## src/rtl/instr_loader_pkg.sv

```systemverilog
// instr_loader_pkg: shared types, window geometry defaults and constants for the program loader.
//   Provides the FSM state encoding, WR_BYTES / LOG_WR_WINDOW defaults derived from the
//   instruction-memory write geometry, and the zero-fill byte used for unused lanes.
package instr_loader_pkg;
  localparam int instr_write_width = 32;
  localparam int log_write_window_size = 2;
  localparam int WR_BYTES_DEF = instr_write_width / 8;
  localparam int LOG_WR_WINDOW_DEF = log_write_window_size;
  localparam logic [7:0] ZERO_FILL = 8'h00;
  typedef enum logic [1:0] {IDLE = 2'd0, FILL = 2'd1, WRITE = 2'd2, DONE = 2'd3} state_t;
endpackage

```

## src/rtl/instr_loader_byte_packer.sv

```systemverilog
// instr_loader_byte_packer: packs bytes little-endian into one instruction-memory write window.
//   i_clk, i_rst_n : clock, asynchronous active-low reset
//   i_clr          : empty the window (lanes zeroed, fill count and shift cleared)
//   i_load, i_byte : store i_byte at lane o_fill_cnt
//   o_data         : window contents, lane 0 in bits [7:0], unused lanes zero
//   o_shift        : valid bytes in window minus one (0 when empty)
//   o_fill_cnt     : number of lanes filled
module instr_loader_byte_packer
  import instr_loader_pkg::*;
#(
  parameter int WR_BYTES = WR_BYTES_DEF,
  parameter int LOG_WR_WINDOW = LOG_WR_WINDOW_DEF
) (
  input  logic                     i_clk,
  input  logic                     i_rst_n,
  input  logic                     i_clr,
  input  logic                     i_load,
  input  logic [7:0]               i_byte,
  output logic [WR_BYTES*8-1:0]    o_data,
  output logic [LOG_WR_WINDOW-1:0] o_shift,
  output logic [LOG_WR_WINDOW:0]   o_fill_cnt
);
  localparam int DW = WR_BYTES * 8;
  localparam int CW = LOG_WR_WINDOW + 1;
  logic [DW-1:0] data_q, data_d;
  logic [CW-1:0] fill_q, fill_d;
  logic [LOG_WR_WINDOW-1:0] shift_q, shift_d;
  // Lanes are zero after a clear, so OR-ing the new byte in place is enough.
  always_comb begin
    data_d = i_clr ? {WR_BYTES{ZERO_FILL}} : i_load ? data_q | (DW'(i_byte) << {fill_q, 3'b000}) : data_q;
    fill_d = i_clr ? '0 : i_load ? fill_q + CW'(1) : fill_q;
    // Registered shift tracks the lane just written, so an empty window reports 0.
    shift_d = i_clr ? '0 : i_load ? fill_q[LOG_WR_WINDOW-1:0] : shift_q;
  end
  always_ff @(posedge i_clk or negedge i_rst_n) begin
    if (!i_rst_n) begin
      data_q <= '0;
      fill_q <= '0;
      shift_q <= '0;
    end else begin
      data_q <= data_d;
      fill_q <= fill_d;
      shift_q <= shift_d;
    end
  end
  assign o_data = data_q;
  assign o_shift = shift_q;
  assign o_fill_cnt = fill_q;
endmodule

```

## src/rtl/instr_loader.sv

```systemverilog
// instr_loader: host byte stream to instruction-memory write-window loader.
//   i_clk, i_rst_n                  : clock, asynchronous active-low reset
//   i_start                         : starts a load session from IDLE or DONE
//   i_byte_vld/i_byte/i_byte_last   : host byte stream; o_byte_rdy accepts a byte
//   o_we/o_wr_data/o_write_pointer_shift_minusone, i_wr_rdy : instruction-memory write port
//   o_load_done                     : session finished
//   o_word_count                    : windows written this session, saturating
//   o_chk_err                       : checksum mismatch, only with LOADER_CHECKSUM_EN defined
// With LOADER_CHECKSUM_EN the byte flagged last is a modular-sum checksum and is not written.
module instr_loader
  import instr_loader_pkg::*;
#(
  parameter int WR_BYTES = WR_BYTES_DEF,
  parameter int LOG_WR_WINDOW = LOG_WR_WINDOW_DEF,
  parameter int CNT_WIDTH = 16
) (
  input  logic                     i_clk,
  input  logic                     i_rst_n,
  input  logic                     i_start,
  input  logic                     i_byte_vld,
  input  logic [7:0]               i_byte,
  input  logic                     i_byte_last,
  output logic                     o_byte_rdy,
  output logic                     o_we,
  output logic [WR_BYTES*8-1:0]    o_wr_data,
  output logic [LOG_WR_WINDOW-1:0] o_write_pointer_shift_minusone,
  input  logic                     i_wr_rdy,
  output logic                     o_load_done,
  output logic [CNT_WIDTH-1:0]     o_word_count
`ifdef LOADER_CHECKSUM_EN
  ,
  output logic                     o_chk_err
`endif
);
  localparam logic [LOG_WR_WINDOW:0] LAST_LANE = (LOG_WR_WINDOW + 1)'(WR_BYTES - 1);
  state_t state_q, state_d;
  logic last_q, last_d, rdy_q, rdy_d, we_q, we_d, done_q, done_d;
  logic [CNT_WIDTH-1:0] cnt_q, cnt_d;
  logic [LOG_WR_WINDOW:0] fill_cnt;
  logic accept, wr_done, clr, load;
`ifdef LOADER_CHECKSUM_EN
  logic [7:0] sum_q, sum_d;
  logic err_q, err_d;
`endif
  instr_loader_byte_packer #(.WR_BYTES(WR_BYTES), .LOG_WR_WINDOW(LOG_WR_WINDOW)) u_packer (
    .i_clk(i_clk), .i_rst_n(i_rst_n), .i_clr(clr), .i_load(load), .i_byte(i_byte),
    .o_data(o_wr_data), .o_shift(o_write_pointer_shift_minusone), .o_fill_cnt(fill_cnt)
  );
  always_comb begin
    accept = rdy_q & i_byte_vld;
    wr_done = we_q & i_wr_rdy;
    state_d = state_q;
    last_d = last_q;
    cnt_d = cnt_q;
    clr = 1'b0;
    load = 1'b0;
`ifdef LOADER_CHECKSUM_EN
    sum_d = sum_q;
    err_d = err_q;
`endif
    case (state_q)
      IDLE, DONE: if (i_start) begin
        state_d = FILL;
        cnt_d = '0;
        last_d = 1'b0;
        clr = 1'b1;
`ifdef LOADER_CHECKSUM_EN
        sum_d = '0;
        err_d = 1'b0;
`endif
      end
      FILL: if (accept) begin
        last_d = i_byte_last;
`ifdef LOADER_CHECKSUM_EN
        // The checksum byte is compared, never packed; an empty packer skips the write.
        load = ~i_byte_last;
        sum_d = i_byte_last ? sum_q : sum_q + i_byte;
        err_d = i_byte_last ? (sum_q != i_byte) : err_q;
        state_d = (i_byte_last && fill_cnt == '0) ? DONE :
                  (i_byte_last || fill_cnt == LAST_LANE) ? WRITE : FILL;
`else
        load = 1'b1;
        state_d = (i_byte_last || fill_cnt == LAST_LANE) ? WRITE : FILL;
`endif
      end
      WRITE: if (wr_done) begin
        clr = 1'b1;
        cnt_d = &cnt_q ? cnt_q : cnt_q + CNT_WIDTH'(1);
        state_d = last_q ? DONE : FILL;
      end
      default: state_d = IDLE;
    endcase
    rdy_d = state_d == FILL;
    we_d = state_d == WRITE;
    done_d = state_d == DONE;
  end
  always_ff @(posedge i_clk or negedge i_rst_n) begin
    if (!i_rst_n) begin
      state_q <= IDLE;
      last_q <= 1'b0;
      rdy_q <= 1'b0;
      we_q <= 1'b0;
      done_q <= 1'b0;
      cnt_q <= '0;
`ifdef LOADER_CHECKSUM_EN
      sum_q <= '0;
      err_q <= 1'b0;
`endif
    end else begin
      state_q <= state_d;
      last_q <= last_d;
      rdy_q <= rdy_d;
      we_q <= we_d;
      done_q <= done_d;
      cnt_q <= cnt_d;
`ifdef LOADER_CHECKSUM_EN
      sum_q <= sum_d;
      err_q <= err_d;
`endif
    end
  end
  assign o_byte_rdy = rdy_q;
  assign o_we = we_q;
  assign o_load_done = done_q;
  assign o_word_count = cnt_q;
`ifdef LOADER_CHECKSUM_EN
  assign o_chk_err = err_q;
`endif
endmodule

```

## config.mk

```make
export PLATFORM = sky130hd
export DESIGN_NAME = instr_loader
export DESIGN_NICKNAME = d
export VERILOG_FILES = /design/src/rtl/instr_loader_pkg.sv /design/src/rtl/instr_loader_byte_packer.sv /design/src/rtl/instr_loader.sv
export SDC_FILE = /design/constraint.sdc
export NUM_CORES = 1
export LEC_CHECK = 0
export ABC_AREA = 1
export CAP_MARGIN = 20
export CORE_MARGIN = 3
export CORE_UTILIZATION = 43
export CTS_CLUSTER_DIAMETER = 30
export DETAILED_ROUTE_END_ITERATION = 10
export DONT_BUFFER_PORTS = 1
export GPL_TIMING_DRIVEN = 0
export PLACE_DENSITY = 0.72
export SLEW_MARGIN = 20
export SYNTH_ARGS = -nofsm -noshare
export SYNTH_HDL_FRONTEND = slang
export SYNTH_SLANG_ARGS = --single-unit
```

## constraint.sdc

```tcl
create_clock -name i_clk -period 1.4 [get_ports i_clk]
set_input_delay 0.28 -clock i_clk [delete_from_list [all_inputs] [get_ports i_clk]]
set_output_delay 0.28 -clock i_clk [all_outputs]
set_load 0.01 [all_outputs]
```

-- Yosys cells after proc, flatten, opt, wreduce, memory -nomap -nowiden
Cells that the tools add are included.
- word-level logic and storage cells: 59
- bits in read-only memories: 0
- bits in writable memories: 0
- memories: 0
- output and inout bits: 53
- flip-flop bits (word level): 59
- bits in latches: 0
- muxes and demuxes: 24
- divide/modulo/power cells: 0
- shift-type cells: 1
- equal/unequal tests: 11
- $mul: 0
- reduce and logical (&&, ||, !) cells: 9
- bitwise logic cells: 3
- add/sub/neg operators: 2
- $lt $le $gt $ge: 0
- operators by type and width (kind ; number):
    2-to-1 mux 32 bit ; 2
    2-to-1 mux 16 bit ; 3
    bitwise OR 32 bit ; 1
    case mux 16 bit (2 select lines) ; 1
    left shift 8 x 6 -> 32 bit ; 1
    adder 16 x 1 -> 16 bit (second input constant) ; 1
    AND reduction 16 bit ; 1
    2-to-1 mux 2 bit ; 7
    equality test 2 bit (second input constant) ; 4
    inequality test 2 bit (second input constant) ; 4
    2-to-1 mux 1 bit ; 6
    2-to-1 mux 3 bit ; 2
    case mux 2 bit (3 select lines) ; 1
    nonzero test 2 bit ; 3
    equality test 2 x 1 -> 1 bit (second input constant) ; 2
    case mux 1 bit (2 select lines) ; 2
    AND reduction 4 bit ; 1
    adder 3 x 1 -> 3 bit (second input constant) ; 1
    equality test 3 x 2 -> 1 bit (second input constant) ; 1
    AND reduction 3 bit ; 1
    bitwise AND 1 bit ; 2
    logical NOT 2 bit ; 1
    OR reduction 2 bit ; 1
    logical OR 1 bit ; 1

-- Logic depth before layout (Yosys ltp)
- depth after elaboration: 6
- depth in mapped cells: 10

-- Modules after synthesis
From an unflattened synthesis, not the netlist that was laid out.
- cell total of the unflattened synthesis: 344
- area, all modules: 2967.8 um^2
- by module, submodules not included (module ; seq. area each (um^2) ; area an instance (um^2) ; cells each ; instances):
    instr_loader_byte_packer ; 925.9 ; 1630.3 ; 178 ; 1
    instr_loader ; 550.5 ; 1337.5 ; 166 ; 1

-- Worst setup path before layout
No wires, ideal clock.
- path type: flip-flop to flip-flop
- start: register state_q[0]
- end: register cnt_q[0], in the netlist o_word_count[0]
- slack: -0.157 ns
- arrival time: 1.424 ns
- period minus slack after synthesis: 1.557 ns
- cell stages (with the launch flop): 9
- setup time: 0.132 ns
- cells stage by stage: dfrtp_1 inv_1 ha_1 nand2_1 nand3_1 o21bai_4 buf_6 nand2_1 o21ai_0
- cells in the longest elaborated chain, start to end: 4
- elaborated cells between the ends (all ways): 10
- classes of those cells: 5 x eq/ne; 1 x mux; 4 x reduce/logical
- RTL lines (item ; RTL line ; text):
    start: declaration ; instr_loader.sv:36 ; state_t state_q, state_d;
    start signal: assignment ; instr_loader.sv:110 ; state_q <= state_d;
    equality test 2 bit or logical NOT 2 bit (tied branches) ; instr_loader.sv:61 ; case (state_q)
    OR reduction 2 bit ; instr_loader.sv:61 ;
    inequality test 2 bit (no source line) or nonzero test 2 bit (tied branches) ; n/a ;
    AND reduction 4 bit (no source line) ; n/a ;
    end signal: assignment ; instr_loader.sv:115 ; cnt_q <= cnt_d;
    end: declaration ; instr_loader.sv:38 ; logic [CNT_WIDTH-1:0] cnt_q, cnt_d;
Several ways; a longest one is shown, not always the timed one.
A chain may end at the register's enable or synchronous reset.

-- Worst setup path after layout
- start: register state_q[1]
- end: register cnt_q[2], in the netlist o_word_count[2]
Same word-level chain as after synthesis.

==> impl_metrics.json <==
{
  "status": "complete, but fails checks",
  "violations": "hold timing, setup timing",
  "cts.sinks": 59,
  "crit_path_max_fanout": 10,
  "setup_viol": 57,
  "cts.clk_slew.worst_paths_ns": 0.07,
  "crit_buf_inv": 2,
  "power_density_nw_per_um2": 2014,
  "root_buffer": "clkbuf_8",
  "crit_arrival_ns": 1.82,
  "worstPathRequired_ns": 1.62,
  "rows": 29,
  "cts_htree_levels": 3,
  "first_global_vias": 2461,
  "reg2reg_depth": 8,
  "drv_slew": 0,
  "max_slew_margin_pct": 65.40,
  "grt_pass1_wl_mm": 12.08,
  "grt_max_degree": 60,
  "final.period_utilization_pct": 114.2,
  "rsz0062_at_grt": "true",
  "synth_top_area_cell": "dfrtp_1",
  "final_hold_viol_count": 59,
  "crit_family": "flip-flops",
  "yosysSeqAreaShare_pct": 50.32,
  "track_usage_pct": 20.19,
  "cts-buffers-inserted": 9,
  "viasPerCell": 5.457,
  "drive_gt1_share_pct": 35.68,
  "path_class": "reg -> reg",
  "leakage_nw": 1.718,
  "critPathLaunchType": "flop",
  "num_vias": 2592,
  "io_pins": 67,
  "clockBufferDepth": 2,
  "timing.rr.start": "state_q[1]",
  "cpMostUsedCell": "nand2_1",
  "wl_per_cell_um": 16.78,
  "antenna_found_initial": 0,
  "slowest_stage": "dfrtp_2",
  "synth_cell_types": 27,
  "fin_skew_ns": 0.007184,
  "drc": 0,
  "area_growth_pct": 31.94,
  "portBuffers": 0,
  "async_flop_share_pct": 100.0,
  "die_y_um": 88.61,
  "dp_hpwl_mm": 4.917,
  "synth-edff-count": 0,
  "fin_ws_ns": -0.1989,
  "placed_area_um2": 3089,
  "synth-seq-cells": 59,
  "overflow": 0,
  "dp_cells": 434,
  "dieArea_um2": 7851,
  "synth_top_area_share_pct": 50.32,
  "setup.worst_path.end_class": "flop",
  "synth_cells": 357,
  "drtIter0Drc": 232,
  "path_cells": "ha_4, buf_8, nand2_2, nand3_4, o21bai_4, buf_6, nand2_1, nand2_1",
  "worstMarginPinSlew_ns": 0.5171,
  "syn_area_um2": 2934,
  "cap_viol_max_count": 0,
  "finalCriticalPeriod_ns": 1.599,
  "instances_no_fill": 475,
  "hold_class": "in -> async",
  "slowest_delay_ns": 0.45,
  "timing.fmax_mhz": 625.4,
  "clock_latency_ns": 0.33,
  "die_width_um": 88.61,
  "gp_congestion": 0.9197,
  "dr.pass1.iters": 4,
  "max-vdd-ir-drop_uv": 886.9,
  "antenna_cells": 0,
  "cp_num_cells": 8,
  "critPathLaunch": "state_q[1]",
  "initial_utilization_pct": 45.17,
  "nets": 412,
  "syn_area_per_cell_um2": 8.219,
  "fin_area_um2": 3871,
  "cts_tree": "built",
  "drtAntennaViolNets": 0,
  "synthesis.nets": 376,
  "ys_dominant_reg_cell": "dfrtp_1",
  "yosysWarnings": 0,
  "core-area_um2": 6495,
  "hold_ws_ns": -0.3643,
  "wl_mm": 7.970,
  "synth_area_leaders": "dfrtp_1 50%, nand2_1 9.5%, nand3_1 7.0%, inv_1 6.1%, a21oi_1 4.4%",
  "fillCellCount": 531
}
[cells in the mapped netlist (2+ instances only)]
cell,count
buf_2,7
nor2_2,2
nand4_1,4
nor3_1,2
a31oi_1,11
ha_1,5
nand2_2,4
nand3_1,41
nor2_1,33
nand2_1,74
nor2_4,4
buf_6,2
xor2_1,3
o22ai_1,2
inv_2,2
dfrtp_1,59
inv_1,48
o21ai_2,4
o21ai_1,3
nand3b_1,3
o21ai_0,13
a21oi_1,26
[placed cells by master, fill, tap and decap left out, types with 5 or more instances in the layout]
master    count
a21oi_1      16
a21oi_2      10
a31oi_1      10
buf_4        15
buf_6        15
clkbuf_8     10
dfrtp_1      45
dfrtp_2      14
inv_1        42
inv_2         5
nand2_1      50
nand2_2      19
nand2_4       8
nand3_1      38
nor2_1       28
nor2_2        5
nor2_4        6
o21ai_1       9
o21ai_2       6
[state kept, by name, indices dropped and copies added (netlist names)]
name and cells:
o_we 1, last_q 1, o_byte_rdy 1, u_packer.o_shift 2, u_packer.o_data 32, u_packer.o_fill_cnt 3, state_q 2, o_word_count 16
o_load_done 1
[power breakdown]
part	internal [mW]	leakage [nW]	switching [mW]
Sequential	2.12	0.784	0.487
Clock	1.23	0.126	0.712
Combinational	1.41	0.807	1.83
Total	4.77	1.72	3.03
[stage by stage]
step / setup slack [ns] / hold WS, ns / TNS (ns) / total power, mW / utilization [%]
global placement: -0.2262 / -0.01408 / -10.45 / 4.478 / 47.56
CTS: -0.1873 / -0.3835 / -6.412 / 7.260 / 55.92
detailed placement: -0.2587 / -0.01408 / -11.78 / 4.521 / 47.56
finish: -0.1989 / -0.3643 / -7.517 / 7.795 / 59.60
global route: -0.2632 / -0.3875 / -11.30 / 8.217 / 59.60
floorplan: -0.04062 / -0.01559 / -0.4687 / 4.045 / -
[cell type report]
cell class	count	area, um2	share of cell area [%]
sequential	59	1494	38.59
buffer	10	107.6	2.780
tap	77	96.34	2.489
clock buffer	10	137.6	3.555
clock inverter	6	112.6	2.909
multi-input combinational	238	1485	38.36
inverter	50	198.9	5.139
timing repair buffer	25	239.0	6.173
[routing by layer]
layer / global-route usage [%] / vias to the layer above / routed length [um]
li1: - / 1239 / -
met1: 25.78 / 1273 / 3385
met2: 31.27 / 68 / 4000
met3: 5.400 / 12 / 457
met4: 10.85 / 0 / 127
met5: 0 / - / 0
[what timing repair did]
item / CTS / global route
gates resized for setup: 51 / 55
endpoints found under the setup margin: 57 / 57
endpoints found under the hold margin: 59 / 59
pin swaps: 8 / 17
cloned: 5 / 1
buffers inserted: 14 / 6
[worst paths after layout]
| path | end | slack, ns |
|---|---|---|
| min in group i_clk | u_packer.o_data[31] | 0.09 |
| max in group asynchronous | o_word_count[4] | 1.64 |
| setup reg to reg | o_word_count[2] | -0.20 |
| setup / recovery | o_word_count[2] | -0.20 |
| hold reg to reg | last_q | 0.57 |
| hold / removal | u_packer.o_data[15] | -0.36 |
[cell families (layout without fill, tap and decap cells)]
| family | after synthesis | count (layout) | share of synthesized area [%] |
|---|---|---|---|
| AND/OR/NAND/NOR | 169 | 169 | 26.01 |
| AO/OA/AOI/OAI | 61 | 61 | 12.03 |
| buffers and inverters | 60 | 101 | 8.614 |
| flip-flops | 59 | 59 | 50.32 |
| adder cells (fa/ha/maj) | 5 | 5 | 2.132 |
| XOR/XNOR | 3 | 3 | 0.8957 |
No activity file was read; power rests on OpenSTA's default activity.
